===== config.mk =====
export PLATFORM = sky130hd
export DESIGN_NAME = sar_oversampler
export DESIGN_NICKNAME = d
export VERILOG_FILES = /design/src/rtl/sar_oversampler.sv
export SDC_FILE = /design/constraint.sdc
export NUM_CORES = 1
export LEC_CHECK = 0
export CORE_ASPECT_RATIO = 1.25
export CORE_UTILIZATION = 55
export CTS_CLUSTER_DIAMETER = 30
export DETAILED_ROUTE_END_ITERATION = 7
export PLACE_DENSITY = 0.82
export RECOVER_POWER = 50
export SLEW_MARGIN = 40
export SYNTH_ARGS = -nofsm -noshare
export SYNTH_HDL_FRONTEND = slang
export SYNTH_SLANG_ARGS = --single-unit

===== constraint.sdc =====
create_clock -name f100m_clk -period 5.2 [get_ports f100m_clk]
set_input_delay 1.04 -clock f100m_clk [delete_from_list [all_inputs] [get_ports f100m_clk]]
set_output_delay 1.04 -clock f100m_clk [all_outputs]
set_load 0.01 [all_outputs]

===== src/rtl/sar_oversampler.sv =====
// sar_oversampler: soc/eoc toggle sequencer summing 2**OSR_LOG2 sar codes per valid/ready result
// Optional eoc watchdog is built in when SAR_SEQ_TIMEOUT_EN is defined.
module sar_oversampler #(
    parameter int NBIT     = 10,
    parameter int OSR_LOG2 = 2,
    parameter int TIMEOUT  = 255
) (
    input  logic                     f100m_clk,
    input  logic                     rstb,
    input  logic                     en,
    input  logic                     clr,
    output logic                     sar_soc,
    input  logic                     sar_eoc,
    input  logic [NBIT-1:0]          sar_code,
    output logic [NBIT+OSR_LOG2-1:0] res_data,
    output logic                     res_valid,
    input  logic                     res_ready,
    output logic                     ovr,
    output logic                     err
);
    localparam int AW = NBIT + OSR_LOG2;
    localparam int CW = OSR_LOG2 + 1;

    typedef enum logic [1:0] {IDLE, REQ, WAIT, DONE} state_t;

    state_t        state, state_nxt;
    logic          eoc_q, eoc_edge, last, tmo;
    logic [AW-1:0] acc;
    logic [CW-1:0] cnt;

    assign eoc_edge = sar_eoc ^ eoc_q;
    assign last     = cnt == CW'((1 << OSR_LOG2) - 1);

`ifdef SAR_SEQ_TIMEOUT_EN
    localparam int TW = $clog2(TIMEOUT + 1) > 8 ? $clog2(TIMEOUT + 1) : 8;
    logic [TW-1:0] tmr;

    assign tmo = state == WAIT && !eoc_edge && tmr == TW'(TIMEOUT - 1);

    always_ff @(posedge f100m_clk or negedge rstb) begin
        if (!rstb) begin
            tmr <= '0;
            err <= 1'b0;
        end else begin
            tmr <= state == WAIT ? tmr + 1'b1 : '0;
            err <= tmo | (err & ~clr);
        end
    end
`else
    assign tmo = 1'b0;
    assign err = 1'b0;
`endif

    always_ff @(posedge f100m_clk or negedge rstb) begin
        if (!rstb) state <= IDLE;
        else       state <= state_nxt;
    end

    always_comb begin
        state_nxt = state;
        case (state)
            IDLE:    state_nxt = en ? REQ : IDLE;
            REQ:     state_nxt = WAIT;
            WAIT:    state_nxt = eoc_edge ? (last ? DONE : REQ) : (tmo ? IDLE : WAIT);
            DONE:    state_nxt = en ? REQ : IDLE;
            default: state_nxt = IDLE;
        endcase
    end

    always_ff @(posedge f100m_clk or negedge rstb) begin
        if (!rstb) begin
            eoc_q     <= 1'b0;
            sar_soc   <= 1'b0;
            acc       <= '0;
            cnt       <= '0;
            res_data  <= '0;
            res_valid <= 1'b0;
            ovr       <= 1'b0;
        end else begin
            eoc_q <= sar_eoc;
            if (state == REQ) sar_soc <= ~sar_soc;
            if (state == WAIT && eoc_edge) begin
                acc <= acc + AW'(sar_code);
                cnt <= cnt + 1'b1;
            end
            if (state == DONE || tmo) begin
                acc <= '0;
                cnt <= '0;
            end
            if (state == DONE) begin
                res_data  <= acc;
                res_valid <= 1'b1;
            end else if (res_valid && res_ready) begin
                res_valid <= 1'b0;
            end
            // an unconsumed result replaced by a new one is the only overrun
            ovr <= (state == DONE && res_valid && !res_ready) | (ovr & ~clr);
        end
    end
endmodule


==> flow_summary.ini, run 1 <==
[setup_path]
r2r_end = acc[10]
r2r_slack_ns = 2.58
crit_end = acc[11]
critPathMaxFanout = 18
critPathArrivalTime_ns = 3.10
timing.rr.start = state[0]
worstRegToRegCells = 6
cp.required_ns = 5.45
cp-start-kind = input pin
startpoint = sar_eoc
critPathKind = in -> reg
cp-end-kind = register

[grt]
grt.total_usage_pct = 24.3
overflow = 0
grt_pass1_wl_um = 6200
grt_pass1_vias = 1477
grt_max_degree = 37
antenna_found_initial = 0

[place]
dp_cells = 234
dpl_worst_slack_ns = 2.04
hpwlAfterDp_um = 2550
port-buffer-count = 30
finalWeightedCongestion = 0.960

[pwr]
power_density_nw_per_um2 = 549
peakVddDrop_uv = 409
p_leak_nw = 1.00

[timing]
slew_violations = 71
rsz0062_at_grt = false
fmax_mhz = 351
finalSetupTns_ns = 0
fin_crit_ns = 2.85
hold_viol_final = 0
max_slew.worst_pin.slew_ns = 1.71
setup_ws_ns = 2.35
maxSlewHeadroom_pct = -14.0
finClkSkew_ns = 0.00921
setup_viol = 0
finalCritPeriodShare_pct = 54.9

[die]
fp.coreArea_um2 = 3030
die-area_um2 = 3520
io_pins = 32
initial_core_util_pct = 59.7
die_h_um = 66.1
rows = 22
die_w_um = 53.3

[clock_network]
post_cts_buffers = 0
htree_num_levels = 2
cts.root.buffer_cell = clkbuf_4
cts-hold-fix-buffers = 0
clkLatencyLatePin_ns = 0.34
cts_tree = built
clkTransAtPathRegs_ns = 0.10
cts_buffers = 5
cts_max_path_buffers = 2
cts-resized-gates = 0
cts_num_sinks = 33

[finish]
stdcell_count = 242
diodes = 0
syn_to_final_growth_pct = 22.0
layout.nets = 238
fillers = 232
drive_gt1_share_pct = 9.71

[status]
violations = max-capacitance violations, max-slew violations
status = complete, but fails checks

[synthesis]
netlist_area_um2 = 1810
ys_types = 37
netlist_instances = 174
ys_seq_area_share_pct = 45.7
avgSynthCellArea_um2 = 10.4
ys_seq_elements = 33
synth-async-reset-ratio_pct = 100
synth_edf_count = 0
syn-num-nets = 207
synth_area_leaders = dfrtp_1 46%, ha_1 11%, mux2_2 7.5%
ys_top_cells_by_count = 33 x dfrtp_1, 22 x nand2_1, 18 x a21oi_1
synth_ff_type = dfrtp_1
yosys.area.top_type = dfrtp_1
synth_top_area_share_pct = 45.7
yosysWarningCount = 0
synth_most_common_cell = dfrtp_1

[route]
drcViolationCount = 0
firstDrtPassIters = 5
routed-via-count = 1398
drt-initial-drc-count = 28
ant_nets = 0
drt_wl_total_um = 3510
wl_per_cell_um = 14.5
vias_per_cell = 5.78

[flow_run]
drv_cap = 2

[worst_hold_path]
hold_path_class = reg -> reg
min_from = sar_soc
[critical path, cell delays in order]
cell and delay, ns:
dlygate4sd3_1 0.57, xor2_1 0.21, and2_1 0.60, nand2_1 0.14
or3_1 0.38, a21oi_1 0.15
[sequential cells by signal (all words and copies together) (netlist names)]
register	count
acc	12
ovr	1
eoc_q	1
state	2
sar_soc	1
res_valid	1
res_data	12
cnt	3
[metal layers]
metal	vias to the layer above	track usage [%]	wire length (um)
li1	676	-	-
met1	668	27.5	1500
met2	45	42.7	1760
met3	9	5.75	187
met4	0	9.87	62
met5	-	0	0
[how the worst min path moves through the flow]
stage,to,cells past startpoint
floorplan,acc[9],2
global placement,sar_soc,1
detailed placement,sar_soc,1
CTS,sar_soc,1
global route,sar_soc,1
finish,sar_soc,1
[cells in the final DEF (no fill, tap or decap), types with 4 or more instances in the layout]
| cell type | instances |
|---|---|
| dfrtp_1 | 33 |
| clkdlybuf4s50_1 | 28 |
| nand2_1 | 22 |
| a21oi_1 | 18 |
| ha_1 | 16 |
| mux2_2 | 12 |
| nor2_1 | 8 |
| inv_1 | 7 |
| o21ai_0 | 6 |
| clkbuf_4 | 5 |
| xor2_1 | 4 |
| xnor2_1 | 4 |
[layout make-up]
class,instances,area [um^2],area share (%)
Inverter,7,26.3,1.19
Sequential cell,33,826,37.5
Tap cell,36,45.0,2.04
Clock inverter,1,30.0,1.36
Timing Repair Buffer,32,308,14.0
Multi-Input combinational cell,126,915,41.5
Clock buffer,7,55.1,2.50
[through the flow]
step           utilization (%)  power [mW]  cell area (um^2)  hold WS [ns]
2_1_floorplan                -       0.818              1810         0.469
3_3_place_gp              70.2       0.983              2130         0.456
3_5_place_dp              70.2        1.02              2130         0.467
4_1_cts                   73.1        1.22              2210         0.486
5_1_grt                   72.8        1.31              2200         0.517
6_report                  72.8        1.21              2200         0.480
[where the power goes]
group / internal, mW / switching [mW] / total, mW
Combinational: 0.293 / 0.299 / 0.591
Sequential: 0.356 / 0.0636 / 0.420
Clock: 0.115 / 0.0836 / 0.198
[cell families (layout without fill, tap and decap cells)]
family	Yosys count	count (layout)	share of synthesized area, %
other	1	1	0.208
AOI/OAI and AO/OA	43	43	15.3
buffers and inverters	15	47	3.67
muxes	12	12	7.48
xor gates and xnor gates	8	8	3.88
DFF	33	33	45.7
and+or+nand+nor	45	45	11.6
adders and majority gates	17	17	12.2
No activity file was read; power rests on OpenSTA's default activity.
==> run 2: changes to the inputs <==
CORE_UTILIZATION = 47   (was 55)
PLACE_DENSITY = 0.74   (was 0.82)
clock period = 2.3 ns   (was 5.2 ns; I/O delays follow)
==> run 2 against run 1 <==
The run ends with design-rule violations left. Worst hold slack got worse by 0.013 ns. Flip-flop and latch count is the same. Critical path depth up 2. Clock power grew 110%.
==> flow_summary.ini, run 2 (same netlist as run 1, synthesis figures left out) <==
[status]
status = complete, but fails checks
violations = design-rule violations

[timing]
slew_violations = 0
maxSlewHeadroom_pct = 47.1
setup_viol = 0
fmax_mhz = 456
fin_crit_ns = 2.19
max_slew.worst_pin.slew_ns = 0.793
finClkSkew_ns = 0.00285
hold_slack_ns = 0.467
rsz0062_at_grt = false
hold_viol_final = 0
finalCritPeriodShare_pct = 95.3

[route]
drt_wl_total_um = 3560
drt-initial-drc-count = 63
wl_per_cell_um = 13.8
ant_nets = 0
vias_per_cell = 5.46
drcViolationCount = 4
routed-via-count = 1409
firstDrtPassIters = 8

[pwr]
peakVddDrop_uv = 696
p_leak_nw = 1.07
power_mw = 2.81
power_density_nw_per_um2 = 1220

[place]
hpwlAfterDp_um = 2690
finalWeightedCongestion = 0.866
place_area_um2 = 2230
port-buffer-count = 30
dp_cells = 250

[setup_path]
worstRegToRegCells = 7
timing.rr.start = acc[0]
cp.required_ns = 2.51
critPathMaxFanout = 5
critPathArrivalTime_ns = 2.40
cp-start-kind = input pin
r2r_end = acc[6]
r2r_slack_ns = 0.30
critPathKind = in -> reg
cp-end-kind = register

[clock_network]
cts_num_sinks = 33
clkLatencyLatePin_ns = 0.28
htree_num_levels = 2
cts_max_path_buffers = 2
clkTransAtPathRegs_ns = 0.06
cts_tree = built
cts.root.buffer_cell = clkbuf_8
cts_buffers = 5

[grt]
grt_pass1_vias = 1449
grt_pass1_wl_um = 6230
grt.total_usage_pct = 20.0
overflow = 0
antenna_found_initial = 0
grt_max_degree = 34

[finish]
layout.nets = 251
final_util_pct = 64.5
drive_gt1_share_pct = 15.1
stdcell_count = 258
fillers = 313
layout_common_cells = 33 x dfrtp_1, 28 x clkdlybuf4s50_1, 22 x nand2_1
layout_commonest_cell = dfrtp_1
multi_input_area_um2 = 915
diodes = 0
final_cell_area_um2 = 2310
reg_top3 = acc (12), res_data (12), cnt (3)
syn_to_final_growth_pct = 27.6
area.sequential_um2 = 826

[flow_run]
drv_cap = 0

[die]
initial_core_util_pct = 50.6
die-area_um2 = 4100
die_w_um = 57.5
die_h_um = 71.3
io_pins = 32
fp.coreArea_um2 = 3570
rows = 24

[worst_hold_path]
min_from = sar_soc
hold_path_class = reg -> reg
hold_end = sar_soc
hold_depth = 1
==> run 2: worst max path at each step <==
stage / depth (start not counted) / start / to / slack [ns]
3_5_place_dp: 8 / sar_code[0] / acc[6] / -0.20
2_1_floorplan: 7 / sar_code[0] / acc[6] / 0.33
3_3_place_gp: 8 / sar_code[0] / acc[6] / -0.16
6_report: 8 / sar_code[0] / acc[6] / 0.11
5_1_grt: 8 / sar_code[0] / acc[6] / 0.02
4_1_cts: 8 / sar_code[0] / acc[6] / 0.09
==> run 2: what timing repair did <==
action | in CTS | in global routing
endpoints found under the setup margin | 0 | 2
buffers inserted | 0 | 0
hold endpoints to repair | 0 | 0
hold buffers | 0 | 0
resized for setup | 0 | 2
==> run 2: power breakdown <==
group | total [mW] | internal [mW] | switching (mW)
Clock | 0.406 | 0.215 | 0.191
Sequential | 0.949 | 0.807 | 0.142
Combinational | 1.46 | 0.763 | 0.693
Total | 2.81 | 1.78 | 1.03
==> run 2: routing by layer <==
metal / share of wire (%) / global-route usage [%] / routed length, um / vias to the layer above
met4: 2.2 / 10.8 / 79 / 0
met5: 0 / 0 / 0 / -
met1: 43 / 23.1 / 1550 / 672
met3: 3.7 / 3.79 / 133 / 6
met2: 51 / 34.5 / 1800 / 30
li1: - / - / - / 701
==> run 2: final cells by class <==
class	count	share of cell area, %
clock buffers	8	3.47
flip-flops and latches	33	35.8
well taps	39	2.12
inverters	7	1.14
multi-input cells	126	39.7
repair buffers	45	17.8
==> run 2: through the flow <==
stage / TNS (ns) / setup slack [ns]
finish: 0 / 0.108
global route: 0 / 0.0156
CTS: 0 / 0.0872
detailed placement: -0.575 / -0.202
global placement: -0.377 / -0.156
floorplan: 0 / 0.332
==> run 2: critical path, cell delays in order <==
cell and delay (ns):
clkdlybuf4s50_1 0.40, ha_1 0.23, fa_1 0.40, a21o_1 0.18, nand3_1 0.11, a31oi_2 0.15
or3_1 0.34, o21ai_1 0.13
==> run 3: changes to the inputs <==
MAX_ROUTING_LAYER = met4   (was not set)
==> run 3 against run 2 <==
The flow still finishes with violations (design-rule violations). Sequential share of layout area is 0.19 points lower. Routed wire length is 8.3% higher. Clock-buffer cell count is 1 lower. Sequential power hardly changed. Final area is 0.54% higher. Via count is 2.9% higher. Utilization is 0.35 points higher. Fmax is 0.38% lower. Power is 1.8% higher.
==> flow_summary.ini, run 3 (same netlist as run 1, synthesis figures left out) <==
[setup_path]
critPathArrivalTime_ns = 2.40
cp-end-kind = register
critPathMaxFanout = 5
cp_cell_sequence = clkdlybuf4s50_1 > ha_1 > fa_2 > a21o_1 > nand3_1 > a31oi_4 > or3_1 > o21ai_0
critPathMaxStageDelay_ns = 0.42
startpoint = sar_code[0]
critPathKind = in -> reg
cp.required_ns = 2.50
cp-start-kind = input pin
timing.rr.start = acc[0]
cpMaxStageDelayCell = clkdlybuf4s50_1

[clock_network]
cts_tree = built
cts_buffers = 5
cts-hold-fix-buffers = 0
cts_num_sinks = 33
cts_max_path_buffers = 2
clkTransAtPathRegs_ns = 0.06
htree_num_levels = 2
cts.root.buffer_cell = clkbuf_8
clkLatencyLatePin_ns = 0.28

[route]
drcViolationCount = 6
drt_wl_total_um = 3860
wl_per_cell_um = 15.1
firstDrtPassIters = 6
ant_nets = 0
drt-initial-drc-count = 48
routed-via-count = 1450
vias_per_cell = 5.66

[grt]
overflow = 0
antenna_found_initial = 0
grt.total_usage_pct = 21.2
grt_pass1_wl_um = 6530
grt_pass1_vias = 1528
grt_max_degree = 34

[pwr]
p_leak_nw = 1.07
switchingPower_mw = 1.06
p_int_mw = 1.80
peakVddDrop_uv = 613
p_comb_share_pct = 51.6
sequentialPowerShare_pct = 33.3
swShare_pct = 37.1
power_density_nw_per_um2 = 1230
p_clk_share_pct = 15.1

[place]
place_area_um2 = 2220
finalWeightedCongestion = 0.862
dp_cells = 249
hpwlAfterDp_um = 2810
port-buffer-count = 30
dpl_worst_slack_ns = -0.238

[status]
status = complete, but fails checks
violations = design-rule violations

[finish]
layout_common_cells = 33 x dfrtp_1, 26 x clkdlybuf4s50_1, 22 x nand2_1
reg_top3 = acc (12), res_data (12), cnt (3)
final_cell_area_um2 = 2320
layout_commonest_cell = dfrtp_1
syn_to_final_growth_pct = 28.3
drive_gt1_share_pct = 15.7
layout.nets = 250
stdcell_count = 256
final_util_pct = 64.9
diodes = 0

[worst_hold_path]
hold_path_class = reg -> reg
min_from = sar_soc

[timing]
setup_ws_ns = 0.0993
hold_viol_final = 0
fin_crit_ns = 2.20
fmax_mhz = 454
setup_viol = 0
slew_violations = 0
max_slew.worst_pin.slew_ns = 0.812
finClkSkew_ns = 0.00395
finalCritPeriodShare_pct = 95.7
maxSlewHeadroom_pct = 45.9

[die]
die-area_um2 = 4100
die_h_um = 71.3
die_w_um = 57.5
fp.coreArea_um2 = 3570
rows = 24
initial_core_util_pct = 50.6
io_pins = 32

[flow_run]
drv_cap = 0
-- run 3: final timing paths --
kind / endpoint / slack [ns] / cells past startpoint
max in group asynchronous: acc[3] / 0.99 / 2
setup / recovery: acc[6] / 0.1 / 8
hold reg to reg: sar_soc / 0.46 / 1
min in group asynchronous: state[0] / 0.79 / 2
hold / removal: sar_soc / 0.46 / 1
setup reg to reg: acc[6] / 0.32 / 7
-- run 3: power groups by stage --
stage	Sequential (mW)	Combinational, mW	Clock [mW]
global placement	0.946	1.41	0
detailed placement	0.966	1.46	0
global route	0.986	1.64	0.464
floorplan	0.986	0.865	0
finish	0.952	1.48	0.431
CTS	0.957	1.47	0.444
-- run 3: per-stage QoR --
step / power, mW / hold WS, ns / TNS (ns)
2_1_floorplan: 1.85 / 0.164 / 0
3_3_place_gp: 2.36 / 0.455 / -0.389
3_5_place_dp: 2.42 / 0.457 / -0.840
4_1_cts: 2.87 / 0.470 / 0
5_1_grt: 3.09 / 0.489 / -0.000144
6_report: 2.86 / 0.463 / 0
-- run 3: timing repair --
| action | CTS | global route |
|---|---|---|
| gates resized for setup | 0 | 3 |
| setup buffers | 0 | 0 |
| endpoints found under the setup margin | 0 | 2 |
-- run 3: metal layers --
layer	wire length, um	track usage [%]	vias up
li1	-	-	699
met1	1650	23.5	719
met2	2030	36.6	26
met3	118	4.33	6
met4	62	8.94	0
met5	0	-	-
-- run 3: area by class of cell --
class / count / area, um^2
fill: 301 / 1250
multi-input combinational: 126 / 932
sequential: 33 / 826
timing repair buffer: 44 / 399
clock buffer: 7 / 86.3
tap: 39 / 48.8
inverter: 7 / 26.3
-- run 3: worst max-delay path, delay by kind of cell --
family	cells	cell delay, ns
adder cells (fa/ha/maj)	2	0.61
buffers and inverters	1	0.42
AND/OR/NAND/NOR	2	0.45
AO/OA/AOI/OAI	3	0.46
